$ cat src/rtl/uart_rx_pkg.sv
// rtl/uart_rx_pkg.sv - shared UART RX encodings and defaults
package uart_rx_pkg;

    localparam int DEF_DATA_WIDTH = 8;

    localparam logic [2:0] IDLE_ENC   = 3'd0;
    localparam logic [2:0] START_ENC  = 3'd1;
    localparam logic [2:0] DATA_ENC   = 3'd2;
    localparam logic [2:0] PARITY_ENC = 3'd3;
    localparam logic [2:0] STOP_ENC   = 3'd4;

    localparam logic PAR_EVEN = 1'b0;
    localparam logic PAR_ODD  = 1'b1;

    typedef enum logic [2:0] {
        IDLE   = IDLE_ENC,
        START  = START_ENC,
        DATA   = DATA_ENC,
        PARITY = PARITY_ENC,
        STOP   = STOP_ENC
    } rx_state_t;

endpackage

$ cat src/rtl/rx_parity_calc.sv
// rtl/rx_parity_calc.sv - expected parity bit for a data word
module rx_parity_calc
    import uart_rx_pkg::*;
#(
    parameter int WIDTH = DEF_DATA_WIDTH
) (
    input  logic [WIDTH-1:0] data,
    input  logic             par_typ,
    output logic             parity_bit
);

    logic data_xor;

    // even parity sends XOR of the data, odd parity sends its inverse
    always_comb begin
        data_xor   = ^data;
        parity_bit = (par_typ == PAR_ODD) ? ~data_xor : data_xor;
    end

endmodule

$ cat src/rtl/rx_frame_deserializer.sv
// rtl/rx_frame_deserializer.sv - UART RX frame FSM: start/data/parity/stop checking
module rx_frame_deserializer
    import uart_rx_pkg::*;
#(
    parameter int DATA_WIDTH = DEF_DATA_WIDTH
) (
    input  logic                  CLK,
    input  logic                  RST,
    input  logic                  frame_start,
    input  logic                  sample_done,
    input  logic                  sampled_bit,
    input  logic                  PAR_EN,
    input  logic                  PAR_TYP,
    output logic [DATA_WIDTH-1:0] P_DATA,
    output logic                  data_valid,
    output logic                  parity_error,
    output logic                  stop_error,
    output logic                  start_error,
    output logic                  busy
);

    localparam int IDX_W = (DATA_WIDTH > 1) ? $clog2(DATA_WIDTH) : 1;
    localparam logic [IDX_W-1:0] LAST_IDX = IDX_W'(DATA_WIDTH - 1);

    rx_state_t             state;
    logic [IDX_W-1:0]      bit_idx;
    logic [DATA_WIDTH-1:0] shift_reg;
    logic                  par_en_q;
    logic                  par_typ_q;
    logic                  par_bad;
    logic                  exp_parity;

    // expected parity over the fully assembled word (valid once in PARITY)
    rx_parity_calc #(
        .WIDTH (DATA_WIDTH)
    ) u_parity_calc (
        .data       (shift_reg),
        .par_typ    (par_typ_q),
        .parity_bit (exp_parity)
    );

    // busy is a pure decode of the state register so it tracks state with no lag
    assign busy = (state != IDLE);

    // frame FSM with registered one-cycle status pulses
    always_ff @(posedge CLK or negedge RST) begin
        if (!RST) begin
            state        <= IDLE;
            bit_idx      <= '0;
            shift_reg    <= '0;
            par_en_q     <= 1'b0;
            par_typ_q    <= 1'b0;
            par_bad      <= 1'b0;
            P_DATA       <= '0;
            data_valid   <= 1'b0;
            parity_error <= 1'b0;
            stop_error   <= 1'b0;
            start_error  <= 1'b0;
        end else begin
            data_valid   <= 1'b0;
            parity_error <= 1'b0;
            stop_error   <= 1'b0;
            start_error  <= 1'b0;
            case (state)
                IDLE: begin
                    // strobes are ignored here; only a start edge opens a frame
                    if (frame_start) begin
                        state     <= START;
                        par_en_q  <= PAR_EN;
                        par_typ_q <= PAR_TYP;
                    end
                end
                START: begin
                    if (sample_done) begin
                        if (!sampled_bit) begin
                            state   <= DATA;
                            bit_idx <= '0;
                            par_bad <= 1'b0;
                        end else begin
                            start_error <= 1'b1;
                            state       <= IDLE;
                        end
                    end
                end
                DATA: begin
                    if (sample_done) begin
                        shift_reg[bit_idx] <= sampled_bit;
                        // hold the index on the last bit instead of wrapping
                        if (bit_idx == LAST_IDX) begin
                            state <= par_en_q ? PARITY : STOP;
                        end else begin
                            bit_idx <= bit_idx + 1'b1;
                        end
                    end
                end
                PARITY: begin
                    if (sample_done) begin
                        par_bad <= sampled_bit ^ exp_parity;
                        state   <= STOP;
                    end
                end
                STOP: begin
                    if (sample_done) begin
                        stop_error   <= ~sampled_bit;
                        parity_error <= par_bad;
                        if (sampled_bit && !par_bad) begin
                            P_DATA     <= shift_reg;
                            data_valid <= 1'b1;
                        end
                        // a start edge on the stop strobe chains straight into the next frame
                        if (frame_start) begin
                            state     <= START;
                            par_en_q  <= PAR_EN;
                            par_typ_q <= PAR_TYP;
                        end else begin
                            state <= IDLE;
                        end
                    end
                end
                default: state <= IDLE;
            endcase
        end
    end

endmodule

$ cat config.mk
export PLATFORM = sky130hd
export DESIGN_NAME = rx_frame_deserializer
export DESIGN_NICKNAME = d
export VERILOG_FILES = /design/src/rtl/uart_rx_pkg.sv /design/src/rtl/rx_parity_calc.sv /design/src/rtl/rx_frame_deserializer.sv
export SDC_FILE = /design/constraint.sdc
export NUM_CORES = 1
export LEC_CHECK = 0
export ABC_AREA = 1
export BUFFER_PORTS_ARGS = -buffer_cell sky130_fd_sc_hd__buf_2
export CORE_ASPECT_RATIO = 2
export CORE_MARGIN = 2
export CORE_UTILIZATION = 56
export CTS_BUF_LIST = sky130_fd_sc_hd__clkbuf_8
export DETAILED_ROUTE_END_ITERATION = 12
export GPL_ROUTABILITY_DRIVEN = 0
export PLACE_DENSITY_LB_ADDON = 0.3
export RECOVER_POWER = 25
export SYNTH_ARGS = -nofsm -noshare
export SYNTH_HDL_FRONTEND = slang
export SYNTH_SLANG_ARGS = --single-unit
$ cat constraint.sdc
create_clock -name CLK -period 1.9 [get_ports CLK]
set_input_delay 0.095 -clock CLK [delete_from_list [all_inputs] [get_ports CLK]]
set_output_delay 0.095 -clock CLK [all_outputs]
set_load 0.05 [all_outputs]
* After elaboration in Yosys (flattened, before gate mapping)
Index checks and enable logic that the tools add are counted.
Storage, ports and cells: flip-flop bits (word level) 29, input bits 7, output and inout bits 13, logic and storage cells 84
Cells by class: add/subtract/negate cells 1, order comparisons 2, equal/unequal tests 13, mux-type cells 39, bitwise logic cells 3, reduce and logical (&&, ||, !) cells 15
Operator list (number):
- 3-bit 2-to-1 mux | 11
- 1-bit 2-to-1 mux | 20
- 2-bit != test, second input constant | 8
- 3-bit case mux with 5 select lines | 1
- 8-bit bitwise mux | 1
- 8-bit parity | 1
- 3-bit by 2-bit == test with 1-bit output, second input constant | 2
- 3-bit == test, second input constant | 2
- 1-bit case mux with 2 select lines | 3
- 3-bit case mux with 2 select lines | 1
- 6-bit AND reduction | 1
- 2-bit nonzero test | 3
- 5-bit AND reduction | 1
- 3-bit by 4-bit < comparator with 1-bit output, second input constant | 1
- 2-bit AND reduction | 2
- 4-bit AND reduction | 1
- 3-bit by 1-bit adder with 3-bit output, second input constant | 1
- 1-bit demux with 3-bit select | 1
- 3-bit by 1-bit == test with 1-bit output, second input constant | 1
- 3-bit by 1-bit >= comparator with 1-bit output, second input constant | 1
- 3-bit logical NOT | 1
- 3-bit AND reduction | 1
- 3-bit nonzero test | 1
- 1-bit logical AND | 2
- other kinds (4) | 5

* Depth between registers and ports, before layout
Gate-level depths: netlist of run 1.
word-level depth 6, depth in mapped cells 11, depth with buffers taken out 11

* Hierarchy
From an unflattened synthesis of run 1, not the netlist that was laid out.
Second synthesis, totals: cells, all modules 206, area total of the unflattened synthesis 1574.0 um^2
By module, submodules not included:
- rx_frame_deserializer | instances 1, cells each 168, area each 1410.1 um^2, sequential area each 725.7 um^2
- rx_parity_calc | instances 1, cells each 38, area each 163.9 um^2, sequential area each 0.0 um^2

* Least setup slack after synthesis of run 1
OpenSTA, ideal clock, no wires.
kind flip-flop to flip-flop, from register state[1], to register state[1], library setup time 0.074 ns, arrival 1.408 ns, data required time 1.826 ns, slack 0.418 ns, stages on the path, launching flop included 7, buffers on the path 0, period minus slack after synthesis 1.482 ns, path through dfrtp_1 nor2_2 nand2_1 o21ai_1 or2_4 nand2_1 o21ai_2
On the way: cells in the longest elaborated chain, start to end 3, elaborated cells on any way between the ends 13, those cells by class eq/ne (10); mux (1); reduce/logical (2)
RTL lines:
- from (decl) | line rx_frame_deserializer.sv:25 | rx_state_t state;
- from (signal assigned) | line rx_frame_deserializer.sv:90 | state <= par_en_q ? PARITY : STOP;
- 3-bit by 2-bit == test with 1-bit output (tied with other cells) | line rx_frame_deserializer.sv:64 | case (state)
- 2-bit != test (no source line)
- 6-bit AND reduction (no source line)
Several ways; a longest one is shown, not always the timed one. A chain may end at the register's enable or synchronous reset.

* Final worst setup path of run 1
from register bit_idx[1], to register bit_idx[2]
On the way: cells in the longest elaborated chain, start to end 4, elaborated cells on any way between the ends 7, those cells by class add/sub (1); eq/ne (2); mux (3); reduce/logical (1)
RTL lines:
- from (decl) | line rx_frame_deserializer.sv:26 | logic [IDX_W-1:0] bit_idx;
- from (signal assigned) | line rx_frame_deserializer.sv:92 | bit_idx <= bit_idx + 1'b1;
- 3-bit by 1-bit adder with 3-bit output | line rx_frame_deserializer.sv:92
- 3-bit 2-to-1 mux | line rx_frame_deserializer.sv:89 | if (bit_idx == LAST_IDX) begin
- 3-bit 2-to-1 mux | line rx_frame_deserializer.sv:86 | if (sample_done) begin
- 3-bit case mux with 2 select lines | line rx_frame_deserializer.sv:64
Several ways; a longest one is shown, not always the timed one. The select of a mux whose other input is x is not followed.

==> results of run 1 <==
[worst register-to-register path, delay by kind of cell (launching register included)]
kind | cells | cell delay [ns]
AO/OA/AOI/OAI | 1 | 0.06
adder cells (fa/ha/maj) | 2 | 0.39
flip-flops | 1 | 0.42
AND/OR/NAND/NOR | 4 | 0.52
[kinds of logic after synthesis]
logic type	after synthesis	synth area share, %
compound gates	30	13.0
buf+inv	27	7.49
simple gates	96	29.0
xor+xnor	2	1.15
flops	29	47.7
fa+ha+maj	2	1.65
[synth_stat cells (all sizes together)]
library cell,number,area share (%)
nand2,63,16
dfrtp,29,48
inv,25,6.5
o21ai,25,11
nor2,15,4.4
nand3,11,4.3
a21oi,2,0.66
ha,2,1.6
nand4,2,1.8
nor3,2,0.66
or2,2,0.99
buf,1,0.74
clkbuf,1,0.25
nor3b,1,0.49
o211ai,1,0.49
o21a,1,0.49
o22ai,1,0.41
xnor2,1,0.58
xor2,1,0.58
[power by group]
group          switching (mW)  internal, mW
clock                   0.236         0.327
sequential              0.116         0.785
combinational           0.857         0.347
total                    1.21          1.46
[final timing paths]
path                       depth (start not counted)  slack, ns              startpoint                  endpoint
setup reg to reg                                   7       0.40  bit_idx[1]$_DFFE_PN0P_    bit_idx[2]$_DFFE_PN0P_
min in group asynchronous                          2       0.39                     RST     P_DATA[4]$_DFFE_PN0P_
hold / removal                                     3       0.07                  PAR_EN      par_en_q$_DFFE_PN0P_
hold reg to reg                                    2       0.48   P_DATA[5]$_DFFE_PN0P_     P_DATA[5]$_DFFE_PN0P_
setup / recovery                                   7       0.40  bit_idx[1]$_DFFE_PN0P_    bit_idx[2]$_DFFE_PN0P_
max in group asynchronous                          2       1.06                     RST  shift_reg[2]$_DFFE_PN0P_
[metrics by stage]
| step | instances | power (mW) | utilization, % | worst slack, ns | hold slack, ns |
|---|---|---|---|---|---|
| 3_3_place_gp | 231 | 2.07 | 63.6 | 0.453 | 0.138 |
| 5_1_grt | 240 | 2.87 | 68.0 | 0.250 | 0.0784 |
| 2_1_floorplan | 186 | 1.86 | - | 0.418 | -0.201 |
| 4_1_cts | 240 | 2.69 | 68.0 | 0.388 | 0.0622 |
| 6_report | 240 | 2.67 | 68.0 | 0.401 | 0.0650 |
| 3_5_place_dp | 231 | 2.12 | 63.6 | 0.408 | 0.151 |
[metal layers]
layer / track usage [%] / up-vias / routed length [um] / share of wire, %
met5: 0 / - / 0 / 0
met4: 15.7 / 0 / 110 / 3.8
met3: 4.57 / 8 / 122 / 4.2
met2: 37.7 / 32 / 1620 / 56
met1: 24.3 / 566 / 1060 / 36
li1: - / 637 / - / -
[area by class of cell]
type / count / area (sq um) / share of cell area, %
clock buffers: 7 / 96.3 / 5.52
clock inverters: 1 / 5.00 / 0.287
inverters: 25 / 98.8 / 5.66
multi-input cells: 130 / 681 / 39.0
flip-flops and latches: 29 / 726 / 41.5
well taps: 28 / 35.0 / 2.01
repair buffers: 20 / 105 / 6.02
==> results_dict.tcl, run 1 <==
set metrics [dict create \
    dr.first_iter.drc_count 29 \
    grt_pass1_wl_um 4990 \
    yosysSeqAreaShare_pct 47.7 \
    setup_tns_ns 0 \
    hold_violations 0 \
    synth_cell_type_count 30 \
    io_pins 20 \
    die-area_sq_mm 0.00317 \
    relSlewSlack_pct 53.4 \
    clock_sinks 29 \
    drv_slew 0 \
    cp_top_family "simple AND/OR/NAND/NOR gates" \
    n_fill_cell 219 \
    portBuffers 19 \
    die_w_um 40.8 \
    post_cts_resized 0 \
    cts_buffers 5 \
    vias 1243 \
    dpl_cell_area_sq_mm 0.00164 \
    setup_viol 0 \
    antenna_found_initial 0 \
    fin_area_sq_mm 0.00175 \
    clk_path_buf_depth 2 \
    grt_max_degree 30 \
    p_leak_nw 0.926 \
    timing.max_cap.violations 0 \
    area_delta_synth_final_pct 14.9 \
    crit_slowest_cell "dfrtp_1" \
    h-tree-depth 2 \
    dp_hpwl_um 2230 \
    rows 26 \
    drt-total-wl_um 2910 \
    antenna_cells 0 \
    vias_per_cell 5.18 \
    wire_per_inst_um 12.1 \
    syn_area_sq_mm 0.00152 \
    cts_root_buffer "clkbuf_8" \
    tightestPinTransition_ns 0.699 \
    path_buf_inv 0 \
    drc 0 \
    cp-end-kind "flip-flop" \
    period_needed_ns 1.50 \
    clock_latency_ns 0.28 \
    synth-seq-cells 29 \
    finalCritPeriodShare_pct 78.9 \
    final_cell_mix "nand2_1, dfrtp_1, inv_1, buf_2, nor2_1" \
    first_global_vias 1214 \
    cp.required_ns 2.07 \
    status "finished clean" \
    synth_nets 195 \
    rsz0062_at_grt "no" \
    track_usage_pct 23.2 \
    die_y_um 77.7 \
    start_util_pct 59.2 \
    cpPeakStageDelay_ns 0.42 \
    path_cells "ha_1, ha_1, or2_1, nand2_1, nand3_2, nand2_1, o21ai_1" \
    cts_tree "done" \
    design.core.area_sq_mm 0.00257 \
    postCtsSetupRepairBufs 0 \
    synth_area_per_cell_sq_um 8.17 \
    fmax_mhz 667 \
    gr-total-overflow 0 \
    worstSetupPathType "flip-flop to flip-flop" \
    hp-class "primary input to flip-flop" \
    critPathLaunchType "flip-flop" \
    drive_gt1_share_pct 24.1 \
    yosys_warnings 0 \
    powerDensity_mw_per_mm2 1530 \
    ir_worst_vdd_mv 0.943 \
    firstDrtPassIters 4 \
    syn_inst 186 \
    fin_worst_skew_ns 0.00445 \
    worst-path-max-fanout 6 \
    clkTransAtPathRegs_ns 0.06 \
    ant_nets 0 \
    layout_commonest_cell "nand2_1" \
    finalNetCount 220 \
    critical_path_arrival_ns 1.67 \
    cts_hold_buf 1 \
]
Power figures use the tool's default switching activity.
==> run 2, diff against run 1 <==
- ABC_AREA: 1 -> 0
- CORE_ASPECT_RATIO: 2 -> not set
- clock period: 1.9 -> 1.4 ns (I/O delays scaled with it)
==> run 2 against run 1 <==
  * Global-route usage is 0.83 points higher
  * The flow now finishes with violations (negative setup slack)
  * Power grew 40%
  * Non-clock buffer count grew 21
  * Synthesized area down 4.7%
  * Worst hold slack worse by 0.045 ns
  * Combinational power up 51%
  * Fmax fell by 12%
  * Critical path depth shrank 2
  * First-iteration DRC count down 48%
  * Sequential power is 37% higher
==> results_dict.tcl, run 2 <==
set metrics [dict create \
    status "complete, but fails checks" \
    violations "negative setup slack" \
    ys_top_cells_by_count "dfrtp_1, mux2_2, mux2_4" \
    firstDrtPassIters 4 \
    synth_nets 131 \
    h-tree-depth 2 \
    synth-edff-count 0 \
    rsz0062_at_grt "yes" \
    die_y_um 54.9 \
    drc 0 \
    clock_sinks 29 \
    worstSetupPathType "flip-flop to flip-flop" \
    crit_slowest_cell "dfrtp_1" \
    dr.first_iter.drc_count 15 \
    gr-total-overflow 0 \
    cp-end-kind "flip-flop" \
    die-area_sq_mm 0.00301 \
    met2_wirelength_um 1730 \
    powerDensity_mw_per_mm2 1880 \
    rows 18 \
    first_global_vias 1068 \
    cpPeakStageDelay_ns 0.42 \
    setup_viol 24 \
    grt_pass1_wl_um 4860 \
    die_w_um 54.9 \
    portBuffers 19 \
    dpl_cell_area_sq_mm 0.00171 \
    hold_violations 0 \
    start_util_pct 59.0 \
    relSlewSlack_pct 52.9 \
    syn_area_sq_mm 0.00145 \
    finalCritPeriodShare_pct 122 \
    synth_top_area_share_pct 50.1 \
    clk_path_buf_depth 2 \
    io_pins 20 \
    setup_slack_ns -0.306 \
    p_leak_nw 1.00 \
    path_cells "buf_6, nor3b_1, a21oi_2, or3_4, mux2_4" \
    vias 1048 \
    hp-class "primary input to flip-flop" \
    cts_buffers 5 \
    yosys.cell_count.top_type "dfrtp_1" \
    wl_met3_um 133 \
    netlist.top_cell.by_area "dfrtp_1" \
    fin_worst_skew_ns 0.00673 \
    met1_length_um 1330 \
    area_delta_synth_final_pct 36.8 \
    critPathLaunchType "flip-flop" \
    synth-seq-cells 29 \
    drive_gt1_share_pct 55.2 \
    power_mw 3.73 \
    fmax_mhz 586 \
    grt_max_degree 30 \
    drt-total-wl_um 3250 \
    n_fill_cell 134 \
    fin_area_sq_mm 0.00198 \
    ir_worst_vdd_mv 1.78 \
    yosys_warnings 0 \
    finalHoldWorstSlack_ns 0.0202 \
    yosysSeqAreaShare_pct 50.1 \
    dp_hpwl_um 2050 \
    period_needed_ns 1.71 \
    synth_area_per_cell_sq_um 11.9 \
    tightestPinTransition_ns 0.707 \
    worst-path-max-fanout 3 \
    cts_tree "done" \
    clock_latency_ns 0.29 \
    cp.required_ns 1.56 \
    wire_per_inst_um 16.6 \
    timing.max_cap.violations 0 \
    synth_area_leaders "dfrtp_1, mux2_4, mux2_2" \
    synth_cell_type_count 31 \
    finalNetCount 174 \
    cts_root_buffer "clkbuf_8" \
    clkTransAtPathRegs_ns 0.06 \
    async_flop_share_pct 100 \
    antenna_cells 0 \
    track_usage_pct 24.0 \
    drv_slew 0 \
    syn_inst 122 \
    final_util_pct 80.7 \
    final_cell_mix "dfrtp_1, buf_2, buf_4, mux2_4, inv_1" \
    design.core.area_sq_mm 0.00245 \
    top_layer_used "met4" \
    vias_per_cell 5.37 \
    yosys_most_used_dff "dfrtp_1" \
    layout_commonest_cell "dfrtp_1" \
    critical_path_arrival_ns 1.87 \
    antenna_found_initial 0 \
    ant_nets 0 \
]
## run 2: kinds of logic (layout without fill, tap and decap cells)
logic type / after synthesis / after routing / share of synthesized area, %
buffers and inverters: 12 / 55 / 3.89
DFF: 29 / 29 / 50.1
adders and majority gates: 2 / 2 / 1.73
AOI/OAI and AO/OA: 10 / 10 / 3.80
muxes: 22 / 22 / 19.2
xor gates and xnor gates: 8 / 8 / 5.79
and+or+nand+nor: 39 / 39 / 15.5
## run 2: power breakdown
part	internal, mW	switching, mW	total [mW]
Clock	0.381	0.300	0.681
Sequential	1.04	0.194	1.23
Combinational	0.964	0.850	1.81
## run 2: layout make-up
class,instances,area (sq um),share of cell area [%]
Timing Repair Buffer,41,288,14.5
Sequential cell,29,727,36.7
Tap cell,30,37.5,1.89
Multi-Input combinational cell,81,817,41.2
Clock buffer,6,82.6,4.17
Inverter,7,26.3,1.33
Clock inverter,1,3.75,0.189
## run 2: path summary, 6_finish.rpt
check                                       from                     end  slack (ns)  depth (start not counted)
max reg2reg                 state[1]$_DFFE_PN0P_  bit_idx[0]$_DFFE_PN0P_       -0.31                          5
min in group asynchronous                    RST   P_DATA[1]$_DFFE_PN0P_        0.36                          2
min reg2reg                P_DATA[2]$_DFFE_PN0P_   P_DATA[2]$_DFFE_PN0P_        0.50                          1
max                         state[1]$_DFFE_PN0P_  bit_idx[0]$_DFFE_PN0P_       -0.31                          5
max in group asynchronous                    RST    state[0]$_DFFE_PN0P_        0.55                          2
min                                      PAR_TYP   par_typ_q$_DFFE_PN0P_        0.02                          2
## run 2: repair_timing
item,in CTS,in global routing
setup endpoints to repair,24,25
buffers inserted,3,2
pin swaps,6,8
hold buffers,1,0
endpoints found under the hold margin,29,0
resized for setup,17,23
## run 2: layer usage
metal	track usage, %	vias up
met5	0	-
met1	27.0	518
met4	8.75	0
li1	-	505
met3	8.20	7
met2	41.7	18
## run 2: worst max-delay path: cells and delay by family (launching register included)
family                 cells  cell delay (ns)
and+or+nand+nor            2             0.66
DFF                        1             0.42
muxes                      1             0.31
buffers and inverters      1             0.14
AOI/OAI and AO/OA          1             0.06
## run 2: through the flow
step	cells	worst slack, ns	TNS [ns]
2_1_floorplan	122	-0.254	-1.77
3_3_place_gp	183	-0.210	-2.88
3_5_place_dp	183	-0.265	-3.69
4_1_cts	194	-0.252	-3.68
5_1_grt	195	-0.380	-5.27
6_report	195	-0.306	-3.88
==> run 3, diff against run 2 <==
- ABC_AREA: 0 -> 1
- CORE_ASPECT_RATIO: not set -> 2
- CTS_BUF_LIST: sky130_fd_sc_hd__clkbuf_8 -> sky130_fd_sc_hd__clkbuf_2
==> run 3 against run 2 <==
  * The flow still finishes with violations (negative setup slack)
  * Via count grew 31%
  * Die area increased by 5.4%
  * Final area is 3.0% lower
  * Flip-flop and latch count unchanged
  * Clock skew rose by 0.0091 ns
  * Wire length increased by 17%
  * Core utilization shrank 6.0 points
  * Sequential share of layout area grew 1.2 points
  * Non-clock buffer count is 7 lower
  * Global-route usage increased by 0.33 points
  * Largest cell class unchanged
  * Worst hold slack better by 0.069 ns
==> results_dict.tcl, run 3 (synthesis results as in run 1) <==
set metrics [dict create \
    clock_sinks 29 \
    first_global_vias 1267 \
    drv_slew 0 \
    firstDrtPassIters 4 \
    cts_buffers 5 \
    final_util_pct 74.8 \
    violations "negative setup slack" \
    power_mw 3.77 \
    crit_slowest_cell "dfrtp_2" \
    antenna_found_initial 0 \
    n_fill_cell 193 \
    dp_hpwl_um 2410 \
    p_comb_share_pct 55.8 \
    wire_per_inst_um 14.9 \
    design.core.area_sq_mm 0.00257 \
    p_sw_share_pct 49.4 \
    status "complete, but fails checks" \
    power_switching_mw 1.86 \
    fin_cells 254 \
    pwr-share-clk_pct 10.5 \
    vias_per_cell 5.42 \
    setup_slack_ns -0.0897 \
    finalNetCount 234 \
    ir_worst_vdd_mv 1.52 \
    gr-total-overflow 0 \
    drt-total-wl_um 3790 \
    drive_gt1_share_pct 38.9 \
    grt_max_degree 30 \
    final_cell_mix "nand2_1, dfrtp_1, inv_1, buf_2, nand2_2" \
    regArea_sq_um 728 \
    track_usage_pct 24.4 \
    critPathLaunchType "flip-flop" \
    portBuffers 19 \
    fmax_mhz 671 \
    worstSetupPathType "flip-flop to flip-flop" \
    tightestPinTransition_ns 0.730 \
    clkTransAtPathRegs_ns 0.15 \
    p_leak_nw 0.974 \
    die_y_um 77.7 \
    vias 1377 \
    seqPwrFrac_pct 33.7 \
    finalCritPeriodShare_pct 106 \
    timing.max_cap.violations 0 \
    ant_nets 0 \
    path_buf_inv 1 \
    start_util_pct 59.2 \
    cpPeakStageDelay_ns 0.51 \
    p_int_mw 1.91 \
    rows 26 \
    die-area_sq_mm 0.00317 \
    hold_violations 0 \
    multi_input_area_sq_um 782 \
    dpl_cell_area_sq_mm 0.00166 \
    period_needed_ns 1.49 \
    clk_path_buf_depth 2 \
    layout_commonest_cell "nand2_1" \
    setup_viol 13 \
    cp.required_ns 1.72 \
    cts_tree "done" \
    clock_latency_ns 0.37 \
    path_cells "nor2_4, inv_2, nor2_4, nand2_2, o21ai_2, or2_4, nand2_1, o21ai_2" \
    rsz0062_at_grt "yes" \
    die_w_um 40.8 \
    dr.first_iter.drc_count 48 \
    worst-path-max-fanout 6 \
    setup_tns_ns -0.228 \
    drc 0 \
    cp_top_family "simple AND/OR/NAND/NOR gates" \
    cp-end-kind "flip-flop" \
    hp-class "primary input to flip-flop" \
    critical_path_arrival_ns 1.81 \
    io_pins 20 \
    placed_cells 234 \
    cts_root_buffer "clkbuf_2" \
    relSlewSlack_pct 51.3 \
    antenna_cells 0 \
    fin_worst_skew_ns 0.0158 \
    fin_area_sq_mm 0.00192 \
    powerDensity_mw_per_mm2 1960 \
    area_delta_synth_final_pct 26.4 \
    grt_pass1_wl_um 5290 \
    h-tree-depth 2 \
]
==> run 3: cell type report <==
cell class / count / area share (%)
well taps: 28 / 1.82
clock buffers: 5 / 1.30
inverters: 25 / 5.14
multi-input cells: 130 / 40.7
flip-flops and latches: 29 / 37.9
repair buffers: 34 / 12.5
clock inverters: 3 / 0.651
==> run 3: repair_timing <==
item,CTS,global route
endpoints found under the setup margin,15,26
endpoints found under the hold margin,31,1
buffers inserted,1,7
pin swaps,4,2
resized for setup,6,30
hold buffers,3,1
==> run 3: worst reg2reg max path, stage by stage (launching register included) <==
cell	delay, ns
dfrtp_2	0.51
nor2_4	0.20
inv_2	0.07
nor2_4	0.13
nand2_2	0.12
o21ai_2	0.10
or2_4	0.18
nand2_1	0.08
o21ai_2	0.06
==> run 3: path summary, 6_finish.rpt <==
kind	from	endpoint	slack, ns	cells after the start
worst max-delay path	state[1]$_DFFE_PN0P_	state[1]$_DFFE_PN0P_	-0.09	8
worst min-delay path	sample_done	start_error$_DFF_PN0_	0.09	3
worst max register to register	state[1]$_DFFE_PN0P_	state[1]$_DFFE_PN0P_	-0.09	8
worst min register to register	P_DATA[2]$_DFFE_PN0P_	P_DATA[2]$_DFFE_PN0P_	0.50	2
max in group asynchronous	RST	state[1]$_DFFE_PN0P_	0.64	2
min in group asynchronous	RST	state[0]$_DFFE_PN0P_	0.26	2
==> run 3: through the flow <==
step,setup slack (ns),hold slack (ns)
after detailed placement,-0.129,0.125
after CTS,-0.0293,0.0438
after floorplan,0.0285,-0.226
after global placement,-0.0171,0.117
final,-0.0897,0.0897
after global routing,-0.135,0.0686
==> run 3: routing by layer <==
| layer | vias to the layer above | track usage (%) | wire length (um) |
|---|---|---|---|
| met1 | 644 | 24.0 | 1300 |
| li1 | 673 | - | - |
| met2 | 46 | 42.7 | 2170 |
| met3 | 14 | 6.29 | 164 |
| met5 | - | 0 | 0 |
| met4 | 0 | 10.7 | 143 |
==> run 3: power by group through the flow <==
stage	registers, mW	clock network, mW	logic [mW]
finish	1.27	0.395	2.10
global route	1.31	0.444	2.28
CTS	1.23	0.403	1.71
detailed placement	1.24	0	1.69
global placement	1.21	0	1.62
floorplan	1.57	0	0.968
